==> config.mk <==
export PLATFORM = sky130hd
export DESIGN_NAME = pc_unit
export DESIGN_NICKNAME = d
export VERILOG_FILES = /design/src/rtl/pc_unit.sv
export SDC_FILE = /design/constraint.sdc
export NUM_CORES = 1
export LEC_CHECK = 0
export ABC_AREA = 0
export CAP_MARGIN = 10
export CORE_MARGIN = 2
export CORE_UTILIZATION = 41
export CTS_CLUSTER_DIAMETER = 200
export DETAILED_ROUTE_END_ITERATION = 7
export PLACE_DENSITY_LB_ADDON = 0.2
export SLEW_MARGIN = 20
export SYNTH_ARGS = -nofsm -noshare
export SYNTH_HDL_FRONTEND = slang
export SYNTH_SLANG_ARGS = --single-unit
export TNS_END_PERCENT = 5
==> constraint.sdc <==
create_clock -name clk -period 2.2 [get_ports clk]
set_clock_uncertainty 0.15 [all_clocks]
set_input_delay 0.44 -clock clk [delete_from_list [all_inputs] [get_ports clk]]
set_output_delay 0.44 -clock clk [all_outputs]
set_load 0.03 [all_outputs]
==> src/rtl/pc_unit.sv <==
// Fetch-stage program counter with next-PC selection.
// Redirect sources are exceptions, exception return, branch and jump.
// A branch or jump that arrives during a stall is held in a one-entry
// pending register and is applied on the first unstalled cycle.
// adel_f flags a misaligned or out-of-range fetch address.
module pc_unit #(
  parameter int unsigned           WIDTH     = 32,
  parameter logic [WIDTH-1:0]      RESET_VEC = 32'h0000_3000,
  parameter logic [WIDTH-1:0]      EXC_VEC   = 32'h0000_4180,
  parameter logic [WIDTH-1:0]      IM_BASE   = 32'h0000_3000,
  parameter logic [WIDTH-1:0]      IM_SIZE   = 32'h0000_4000,
  parameter logic [WIDTH-1:0]      STEP      = 32'd4
) (
  input  logic             clk,
  input  logic             reset,
  input  logic             stall,
  input  logic             br_taken,
  input  logic [WIDTH-1:0] br_target,
  input  logic             jump,
  input  logic [WIDTH-1:0] jump_target,
  input  logic             exc_req,
  input  logic             eret,
  input  logic [WIDTH-1:0] epc,
  output logic [WIDTH-1:0] pc_f,
  output logic [WIDTH-1:0] pc_plus,
  output logic             adel_f,
  output logic             pend_valid
);

  logic [WIDTH-1:0] pc_q, pc_d;
  logic             pend_valid_q, pend_valid_d;
  logic [WIDTH-1:0] pend_tgt_q, pend_tgt_d;

  // Bounds are evaluated one bit wider so IM_BASE + IM_SIZE cannot wrap.
  localparam logic [WIDTH:0] IM_LO = {1'b0, IM_BASE};
  localparam logic [WIDTH:0] IM_HI = {1'b0, IM_BASE} + {1'b0, IM_SIZE};

  logic [WIDTH:0] pc_ext;
  logic           misaligned;
  logic           out_of_range;

  // Sequential increment wraps modulo 2^WIDTH.
  assign pc_plus = pc_q + STEP;

  // Next-PC priority: exception, eret, branch, jump, pending, step, hold.
  always_comb begin
    // NOTE: every signal written here gets a default first so no path leaves it unassigned, which would infer a latch.
    pc_d         = pc_q;
    pend_valid_d = pend_valid_q;
    pend_tgt_d   = pend_tgt_q;

    if (exc_req) begin
      pc_d         = EXC_VEC;
      pend_valid_d = 1'b0;
    end else if (eret) begin
      pc_d         = epc;
      pend_valid_d = 1'b0;
    end else if (stall) begin
      // PC holds; a branch or jump is parked, newest one overwriting.
      if (br_taken) begin
        pend_valid_d = 1'b1;
        pend_tgt_d   = br_target;
      end else if (jump) begin
        pend_valid_d = 1'b1;
        pend_tgt_d   = jump_target;
      end
    end else if (br_taken) begin
      pc_d         = br_target;
      pend_valid_d = 1'b0;
    end else if (jump) begin
      pc_d         = jump_target;
      pend_valid_d = 1'b0;
    end else if (pend_valid_q) begin
      pc_d         = pend_tgt_q;
      pend_valid_d = 1'b0;
    end else begin
      pc_d = pc_plus;
    end
  end

  // State registers with synchronous, active-high reset.
  always_ff @(posedge clk) begin
    // NOTE: non-blocking assignments so every register samples the pre-edge values of the others.
    if (reset) begin
      pc_q         <= RESET_VEC;
      pend_valid_q <= 1'b0;
      // NOTE: the pending target is reset too, so no X can ever reach pc_f even though pend_valid already guards it.
      pend_tgt_q   <= '0;
    end else begin
      pc_q         <= pc_d;
      pend_valid_q <= pend_valid_d;
      pend_tgt_q   <= pend_tgt_d;
    end
  end

  // Fetch address error: misaligned word or outside instruction memory.
  always_comb begin
    pc_ext       = {1'b0, pc_q};
    misaligned   = (pc_q[1:0] != 2'b00);
    out_of_range = (pc_ext < IM_LO) || (pc_ext >= IM_HI);
    adel_f       = misaligned || out_of_range;
  end

  assign pc_f       = pc_q;
  assign pend_valid = pend_valid_q;

endmodule

==> results of run 1 <==
[registers in the layout (all words and copies together), names as in the netlist, named ones only]
| register | flops |
|---|---|
| pc_f | 30 |
| pend_tgt_q | 32 |
| pend_valid | 1 |
[kinds of logic (layout without fill, tap and decap cells)]
family	Yosys count	in the layout	share of synthesized area (%)
XOR/XNOR	27	27	5.13
AO/OA/AOI/OAI	180	180	28.4
buffers and inverters	66	334	5.65
AND/OR/NAND/NOR	229	229	25.5
flip-flops	65	65	28.2
adder cells (fa/ha/maj)	2	2	0.543
multiplexers	30	30	6.52
[layer usage]
layer	track usage (%)	wire [um]
met1	44.4	8420
met2	47.8	8430
met3	7.23	1930
met4	8.95	312
met5	0	0
[per-stage QoR]
stage                     instances  utilization (%)  worst slack [ns]  TNS, ns
after global routing           1007             72.4            -0.651    -9.72
after CTS                      1007             71.9            -0.622    -8.18
after detailed placement        991             68.8            -0.295    -8.84
final                          1007             72.4            -0.579    -7.65
after global placement          991             68.8            -0.236    -6.24
after floorplan                 599                -            -0.236    -2.70
[cell type report]
class                           instances  area share [%]
Multi-Input combinational cell        468            42.0
Timing Repair Buffer                  303            35.3
Sequential cell                        65            17.2
Tap cell                              140            2.22
Clock buffer                           12            1.98
Inverter                               15           0.714
Clock inverter                          4           0.635
[critical path, delay by kind of cell (launching register included)]
family	cells	cell delay [ns]
and+or+nand+nor	3	0.96
DFF	1	0.35
buffers and inverters	2	0.34
xor gates and xnor gates	1	0.17
[cell usage in the layout, fill, tap and decap left out, types with 6 or more instances in the layout]
master           netlist  final
nor2_1                62     60
nand4_1               13     13
o22ai_1                6      6
buf_12                 0     10
nand2_1               47     47
a221o_1                9      9
inv_1                 15     15
a21oi_1               27     27
dfxtp_1               65     45
dfxtp_2                0      9
o31ai_1                7      7
xnor2_2                0      9
nand2b_1              14     14
a32oi_1                7      7
a211oi_1              27     27
o211ai_1              10     10
xnor2_1               18      9
buf_6                  0     10
dfxtp_4                0     11
nand3_1               18     17
nor2b_1               10     10
mux2i_1               30     30
a311oi_1               8      8
nor3_1                21     17
buf_4                  2    143
nor4_2                 2      7
clkdlybuf4s50_1        0    126
o21ai_0               24     24
dlymetal6s2s_1         0      6
clkbuf_8               0      9
a221oi_1              14     14
[where the power goes]
part	total [mW]	leakage [nW]	internal, mW	switching [mW]
Sequential	1.29	0.542	1.24	0.0547
Combinational	1.20	2.67	0.589	0.614
Clock	1.09	0.0977	0.591	0.501
Total	3.59	3.31	2.42	1.17
[worst paths after layout]
| path | start | end | slack, ns |
|---|---|---|---|
| worst min register to register | pend_tgt_q[10] | pend_tgt_q[10] | 0.35 |
| worst max-delay path | pc_f[5] | pc_plus[31] | -0.58 |
| worst max register to register | pc_f[2] | pc_f[30] | 0.02 |
| worst min-delay path | pend_tgt_q[10] | pend_tgt_q[10] | 0.35 |
[timing repair]
action                                  in CTS  in global routing
endpoints found under the setup margin      37                 39
pin swaps                                    9                  6
setup buffers                                0                  0
resized for setup                           36                 18
==> impl_metrics.csv, run 1 <==
group,metric,value,unit
timing,setup_viol,27,
hold_path,hold_depth,2,
global_route,antenna_found_initial,0,
global_route,grt_pass1_vias,5428,
placement,portBuffers,168,
finish,multi_input_area,3310,sq um
cts,worstSkewPairLatency,0.36,ns
yosys,async_flop_share,0,%
hold_path,hp-class,"flop to flop",
yosys,syn_inst,599,
finish,drive_above_1_share,28.5,%
placement,gp_congestion,0.935,
setup_path,end_kind,"primary output",
yosys,synth_cell_type_count,58,
floorplan,start_util,42.3,%
cts,cts_tree,"built",
floorplan,die_y,110,um
timing,holdWs,0.351,ns
yosys,yosysSeqAreaShare,28.2,%
outcome,violations,"negative setup slack",
timing,fin_crit_sh,126,%
cts,cts.sinks,65,
yosys,yosys-top-cells-count,"dfxtp_1 (65), nor2_1 (62), nand2_1 (47)",
setup_path,slowest_delay,0.59,ns
cts,numCtsBuffers,9,
yosys,postSynthAreaPerCell,7.69,sq um
yosys,yosys_warnings,0,
finish,n_antenna_cell,0,
timing,drv_slew,0,
floorplan,core_area,10900,sq um
power_and_ir_drop,ir_drop,0.359,mV
yosys,yosys_most_used_dff,"dfxtp_1",
cts,clkTransAtPathRegs,0.08,ns
power_and_ir_drop,power,3.59,mW
finish,area_delta_synth_final,71.2,%
routing,ant_nets,0,
power_and_ir_drop,leakage,3.31,nW
timing,fmax,0.360,GHz
setup_path,crit_path_start_kind,"flop",
finish,num-fill-cells,839,
setup_path,cp_slowest_cell,"or4_4",
setup_path,crit_required,1.61,ns
routing,wl_per_cell,19.0,um
global_route,grt_start_max_net_pins,35,
floorplan,rows,38,
placement,hpwl,15100,um
global_route,grt_pass1_wl,28900,um
finish,nNetsFinal,967,
yosys,synth_area_leaders,"dfxtp_1 (28%), mux2i_1 (6.5%), nor2_1 (5.1%)",
global_route,grt_util_all_layers,31.4,%
global_route,overflow,0,
setup_path,criticalPathCategory,"flop to primary output",
routing,viasPerCell,5.83,
setup_path,cp_cell_sequence,"nand3_1, or4_4, buf_6, nor4_4, xor2_2, buf_4",
yosys,synth.top_cell.area_share,28.2,%
routing,vias,5874,
yosys,ys_ff_latch,65,
cts,htree_levels,3,
job,drv_cap,0,
timing,fin_ws,-0.579,ns
yosys,synth_most_common_cell,"dfxtp_1",
floorplan,io_pins,169,
yosys,synth-edff-count,0,
finish,final_area,7890,sq um
outcome,status,"complete, but fails checks",
cts,clock-root-buffer,"clkbuf_8",
yosys,syn-cell-area,4610,sq um
routing,drc,0,
setup_path,critPathMaxFanout,4,
cts,cts.hold.buffers_added,0,
timing,worst_pin_slew,0.504,ns
timing,rsz0062_at_grt,"true",
routing,wl,19100,um
floorplan,dieArea,12100,sq um
setup_path,worst_r2r_path_depth,9,
floorplan,die_x,110,um
routing,first_iter_violations,723,
routing,drt_first_pass_iters,5,
yosys,yosys.area.top_type,"dfxtp_1",
timing,hold_viol_final,0,
timing,slew_headroom,66.4,%
placement,place_area,7490,sq um
setup_path,critical_path_arrival,2.19,ns
cts,clk_path_buf_depth,2,
power_and_ir_drop,powerDensity,455,nW/um^2
finish,seq_area,1350,sq um
timing,min_period,2.78,ns
yosys,syn-num-nets,704,
No activity file was read; power rests on OpenSTA's default activity.
==> run 2, diff against run 1 <==
--- a/config.mk
+++ b/config.mk
@@ -8,9 +8,11 @@
 export ABC_AREA = 0
 export CAP_MARGIN = 10
 export CORE_MARGIN = 2
-export CORE_UTILIZATION = 41
-export CTS_CLUSTER_DIAMETER = 200
+export CORE_UTILIZATION = 42
+export CTS_BUF_LIST = sky130_fd_sc_hd__clkbuf_8
+export CTS_CLUSTER_DIAMETER = 150
 export DETAILED_ROUTE_END_ITERATION = 7
+export GPL_TIMING_DRIVEN = 0
 export PLACE_DENSITY_LB_ADDON = 0.2
 export SLEW_MARGIN = 20
 export SYNTH_ARGS = -nofsm -noshare
==> run 2 against run 1 <==
Net effect:
- the run still ends with negative setup slack left
- fmax is 4.0% lower
- cell count is 5.6% lower
- non-clock buffer count is 56 lower
- sequential power is 3% higher
- critical endpoint is now pc_plus[25]
- highest routed layer is now met5
==> impl_metrics.csv, run 2 (synthesized netlist as in run 1, its figures left out) <==
group,metric,value,unit
finish,layout_commonest_cell,"clkdlybuf4s50_1",
floorplan,core_area,10800,sq um
placement,portBuffers,167,
setup_path,end_kind,"primary output",
floorplan,dieArea,11800,sq um
cts,cts.sinks,65,
setup_path,cp_slowest_cell,"or4_4",
timing,fin_crit_sh,132,%
routing,drc,0,
finish,drive_above_1_share,24.7,%
floorplan,rows,38,
cts,clk_path_buf_depth,2,
global_route,overflow,0,
cts,worstSkewPairLatency,0.36,ns
finish,area_delta_synth_final,61.3,%
global_route,grt_start_max_net_pins,13,
placement,hpwl,15500,um
finish,nNetsFinal,911,
timing,worst_pin_slew,0.642,ns
routing,highest_layer,"met5",
cts,clock-root-buffer,"clkbuf_8",
timing,drv_slew,0,
setup_path,worst-path-buf-inv,1,
finish,post-route-util,68.9,%
routing,wl_met1,8390,um
setup_path,crit_path_start_kind,"flop",
setup_path,critPathTopFamily,"simple AND/OR/NAND/NOR gates",
floorplan,start_util,42.7,%
routing,drt_first_pass_iters,8,
global_route,grt_util_all_layers,35.3,%
routing,wl_per_cell,22.2,um
cts,cts.hold.buffers_added,0,
power_and_ir_drop,powerDensity,507,nW/um^2
timing,fin_ws,-0.694,ns
power_and_ir_drop,power,3.77,mW
timing,holdWs,0.355,ns
timing,rsz0062_at_grt,"true",
global_route,antenna_found_initial,1,
setup_path,critPathMaxFanout,7,
finish,final_cell_mix,"clkdlybuf4s50_1 (127), nor2_1 (52), nand2_1 (46)",
routing,dr_wl_met2,9680,um
timing,min_period,2.89,ns
global_route,grt_pass1_vias,5579,
routing,vias,6066,
floorplan,die_y,109,um
timing,hold_viol_final,0,
cts,numCtsBuffers,9,
hold_path,hp-class,"flop to flop",
cts,cts_tree,"built",
outcome,status,"complete, but fails checks",
setup_path,crit_required,1.61,ns
finish,largest_reg_flops,32,
power_and_ir_drop,ir_drop,0.373,mV
routing,wl,21100,um
timing,setup_viol,37,
placement,gp_congestion,0.910,
outcome,violations,"negative setup slack",
setup_path,critical_path_arrival,2.30,ns
finish,n_antenna_cell,0,
setup_path,criticalPathCategory,"flop to primary output",
timing,fmax,0.346,GHz
routing,first_iter_violations,739,
finish,seq_area,1360,sq um
cts,htree_levels,3,
global_route,grt_pass1_wl,31500,um
power_and_ir_drop,leakage,2.94,nW
finish,regMostFlops,"pend_tgt_q",
finish,multi_input_area,3410,sq um
floorplan,die_x,109,um
routing,wl_met3,2420,um
setup_path,slowest_delay,0.65,ns
finish,num-fill-cells,885,
setup_path,cp_cell_sequence,"nand4_4, or4_4, o31a_1, or2_4, buf_6",
routing,viasPerCell,6.38,
job,drv_cap,0,
routing,ant_nets,0,
floorplan,io_pins,169,
timing,slew_headroom,57.2,%
cts,clkTransAtPathRegs,0.08,ns
run 2: cell count changes in the layout (fill, tap and decap cells not counted), sizes merged, moves of 2 or more:
cell,delta
clkinvlp,-2
bufinv,+2
buf,-101
clkdlybuf4s15,+7
clkbuf,+36
run 2: tightest hold or removal path, cell delays in order (launching register included):
cell,delay [ns]
dfxtp_1,0.32
nor2_1,0.09
a211oi_1,0.05
run 2: routing by layer:
metal	global-route usage (%)	vias to the layer above
li1	-	2688
met1	48.3	2835
met2	56.7	481
met3	6.28	60
met4	10.6	2
met5	0	-
run 2: path summary, 6_finish.rpt:
kind                  from            end  slack (ns)  cells past startpoint
max reg2reg       pc_f[12]       pc_f[30]       -0.06                      8
max               pc_f[12]    pc_plus[25]       -0.69                      5
min reg2reg  pend_tgt_q[3]  pend_tgt_q[3]        0.35                      2
min          pend_tgt_q[3]  pend_tgt_q[3]        0.35                      2
run 2: per-stage QoR:
stage,instance area [sq um],TNS (ns),cells,setup slack [ns]
6_report,7430,-11.04,951,-0.694
5_1_grt,7430,-13.66,951,-0.718
4_1_cts,7250,-10.37,942,-0.686
3_5_place_dp,6640,-72.52,906,-1.16
3_3_place_gp,6640,-67.85,906,-1.02
2_1_floorplan,4800,-2.70,599,-0.236
run 2: final cells by class:
type / count / area share, %
clock inverter: 6 / 1.53
inverter: 15 / 0.758
timing repair buffer: 200 / 25.7
sequential: 65 / 18.3
clock buffer: 10 / 1.85
tap: 140 / 2.36
buffer: 47 / 3.64
multi-input combinational: 468 / 45.8
run 2: report_power, final:
group | leakage (nW) | switching [mW] | internal, mW
clock network | 0.127 | 0.536 | 0.789
logic | 2.27 | 0.612 | 0.508
registers | 0.544 | 0.0896 | 1.24
total | 2.94 | 1.24 | 2.53
run 2: what timing repair did:
item,in CTS,in global routing
gates cloned,0,0
buffers inserted,22,11
gates resized for setup,211,72
endpoints found under the setup margin,97,90
pin swaps,11,11
==> run 3, diff against run 2 <==
--- a/config.mk
+++ b/config.mk
@@ -8,7 +8,7 @@
 export ABC_AREA = 0
 export CAP_MARGIN = 10
 export CORE_MARGIN = 2
-export CORE_UTILIZATION = 42
+export CORE_UTILIZATION = 47
 export CTS_BUF_LIST = sky130_fd_sc_hd__clkbuf_8
 export CTS_CLUSTER_DIAMETER = 150
 export DETAILED_ROUTE_END_ITERATION = 7
==> constraint.sdc (replaced) <==
create_clock -name clk -period 3.3 [get_ports clk]
set_clock_uncertainty 0.15 [all_clocks]
set_input_delay 0.66 -clock clk [delete_from_list [all_inputs] [get_ports clk]]
set_output_delay 0.66 -clock clk [all_outputs]
set_load 0.03 [all_outputs]
==> run 3 against run 2 <==
Net effect:
- the run still ends with negative setup slack left
- die area shrank 10%
- cell count shrank 2.9%
- sequential power shrank 34%
- setup slack gained 0.69 ns
- first-iteration DRC count shrank 17%
- design area shrank 7.9%
- critical endpoint unchanged
- sequential share of layout area grew 1.1 points
- routed wire length shrank 5.2%
- flip-flop and latch count is the same
- via count shrank 3.6%
- count of clock-buffer cells in the layout is the same
- global-route usage grew 1.5 points
==> impl_metrics.csv, run 3 (synthesized netlist as in run 1, its figures left out) <==
group,metric,value,unit
power_and_ir_drop,pwr-share-comb,28.2,%
floorplan,start_util,47.8,%
finish,final_area,6840,sq um
floorplan,core_area,9640,sq um
timing,fin_ws,-0.00658,ns
hold_path,hp-class,"flop to flop",
routing,wl,20000,um
power_and_ir_drop,p_int,1.66,mW
floorplan,dieArea,10600,sq um
placement,portBuffers,167,
setup_path,slowest_delay,0.49,ns
setup_path,worst-path-buf-inv,3,
setup_path,critPathMaxFanout,7,
global_route,grt_pass1_wl,29600,um
cts,clk_path_buf_depth,2,
cts,worstSkewPairLatency,0.35,ns
power_and_ir_drop,netSwitchingFraction,32.4,%
job,drv_cap,0,
finish,drive_above_1_share,9.75,%
global_route,overflow,0,
power_and_ir_drop,leakage,2.55,nW
routing,drt_first_pass_iters,6,
routing,wl_per_cell,21.6,um
cts,cts_tree,"built",
timing,min_period,3.31,ns
cts,numCtsBuffers,9,
power_and_ir_drop,p_clk_share,35.9,%
finish,regMostFlops,"pend_tgt_q",
timing,worst_pin_slew,0.858,ns
placement,place_area,6450,sq um
timing,fmax,0.302,GHz
power_and_ir_drop,powerDensity,359,nW/um^2
timing,slew_headroom,42.6,%
cts,cts.sinks,65,
setup_path,crit_top_cell,"buf_2",
setup_path,critPathTopFamily,"simple AND/OR/NAND/NOR gates",
outcome,violations,"negative setup slack",
global_route,grt_util_all_layers,36.8,%
cts,clkTransAtPathRegs,0.08,ns
floorplan,die_y,103,um
power_and_ir_drop,ir_drop,0.202,mV
cts,cts.hold.buffers_added,0,
setup_path,end_kind,"primary output",
setup_path,criticalPathCategory,"flop to primary output",
global_route,grt_pass1_vias,5505,
outcome,status,"complete, but fails checks",
power_and_ir_drop,pwr-share-seq,35.9,%
global_route,antenna_found_initial,0,
placement,hpwl,15300,um
setup_path,cp_cell_sequence,"buf_6, nand4_4, or4_1, buf_2, o31a_1, or2_2, buf_2",
finish,final_cell_mix,"clkdlybuf4s50_1 (149), nor2_1 (61), dfxtp_1 (54)",
finish,n_antenna_cell,0,
timing,fin_setup_tns,-0.00956,ns
finish,largest_reg_flops,32,
floorplan,rows,36,
setup_path,crit_path_start_kind,"flop",
timing,rsz0062_at_grt,"true",
finish,area_delta_synth_final,48.5,%
setup_path,critical_path_arrival,2.50,ns
timing,setup_viol,2,
global_route,grt_start_max_net_pins,13,
finish,nNetsFinal,890,
power_and_ir_drop,power,2.45,mW
timing,hold_viol_final,0,
timing,drv_slew,0,
routing,first_iter_violations,615,
cts,htree_levels,3,
setup_path,cp_slowest_cell,"or4_1",
cts,clock-root-buffer,"clkbuf_8",
routing,drc,0,
routing,viasPerCell,6.34,
floorplan,io_pins,169,
finish,layout_commonest_cell,"clkdlybuf4s50_1",
power_and_ir_drop,p_switching,0.795,mW
floorplan,die_x,103,um
timing,fin_crit_sh,100,%
routing,ant_nets,0,
setup_path,crit_required,2.49,ns
placement,gp_congestion,0.987,
routing,vias,5849,
## run 3: changes by cell type in the layout (fill, tap and decap cells not counted), moves of 8 or more
| cell | change |
|---|---|
| xnor2_1 | +8 |
| dfxtp_1 | +12 |
| clkbuf_4 | -12 |
| clkdlybuf4s50_1 | +22 |
| dfxtp_4 | -8 |
| clkbuf_1 | +24 |
| nor2_1 | +9 |
| xnor2_2 | -8 |
| buf_4 | -34 |
| buf_6 | -10 |
## run 3: what timing repair did
action,CTS,global route
hold endpoints to repair,0,0
setup buffers,1,7
pin swaps,3,3
gates cloned,0,0
endpoints found under the setup margin,21,21
resized for setup,53,29
## run 3: final timing paths
| kind | startpoint | slack, ns | cells past startpoint | end |
|---|---|---|---|---|
| setup reg to reg | pend_valid | 0.82 | 6 | pc_f[22] |
| setup / recovery | pc_f[14] | -0.007 | 7 | pc_plus[25] |
| hold reg to reg | pend_tgt_q[16] | 0.36 | 2 | pend_tgt_q[16] |
| hold / removal | pend_tgt_q[16] | 0.36 | 2 | pend_tgt_q[16] |
## run 3: power groups by stage
stage	sequential (mW)	clock (mW)	combinational [mW]
after floorplan	0.924	0	0.308
after global placement	0.893	0	0.663
after detailed placement	0.895	0	0.674
after CTS	0.878	0.872	0.674
after global routing	0.885	0.915	0.729
final	0.882	0.881	0.691
## run 3: layout make-up
type | instances | area, sq um
Clock inverter | 6 | 115
Timing Repair Buffer | 175 | 1700
Multi-Input combinational cell | 468 | 3110
Sequential cell | 65 | 1330
Clock buffer | 10 | 138
Tap cell | 133 | 166
Fill cell | 819 | 2800
Inverter | 15 | 56.3
Buffer | 51 | 220
## run 3: worst register-to-register path: stages, from the launching register on
cell and delay (ns):
dfxtp_1 0.50, clkbuf_1 0.59, clkbuf_1 0.61, nand3_1 0.26
nand3_1 0.16, a22oi_1 0.07, nand2_1 0.09
## run 3: layer usage
layer  GRT usage (%)  part of all wire (%)  up-vias
met5               0                     0        -
met3            6.64                    11       63
met2            56.6                    45      396
met4            14.3                   3.2        0
met1            51.1                    41     2741
li1                -                     -     2649
## run 3: metrics by stage
step | hold WS, ns | utilization, % | std cells | setup WS (ns)
2_1_floorplan | 0.322 | - | 599 | 0.0889
3_3_place_gp | 0.332 | 66.9 | 899 | -0.351
3_5_place_dp | 0.342 | 66.9 | 899 | -0.394
4_1_cts | 0.354 | 70.2 | 916 | -0.181
5_1_grt | 0.373 | 71.0 | 923 | -0.0733
6_report | 0.357 | 71.0 | 923 | -0.00658
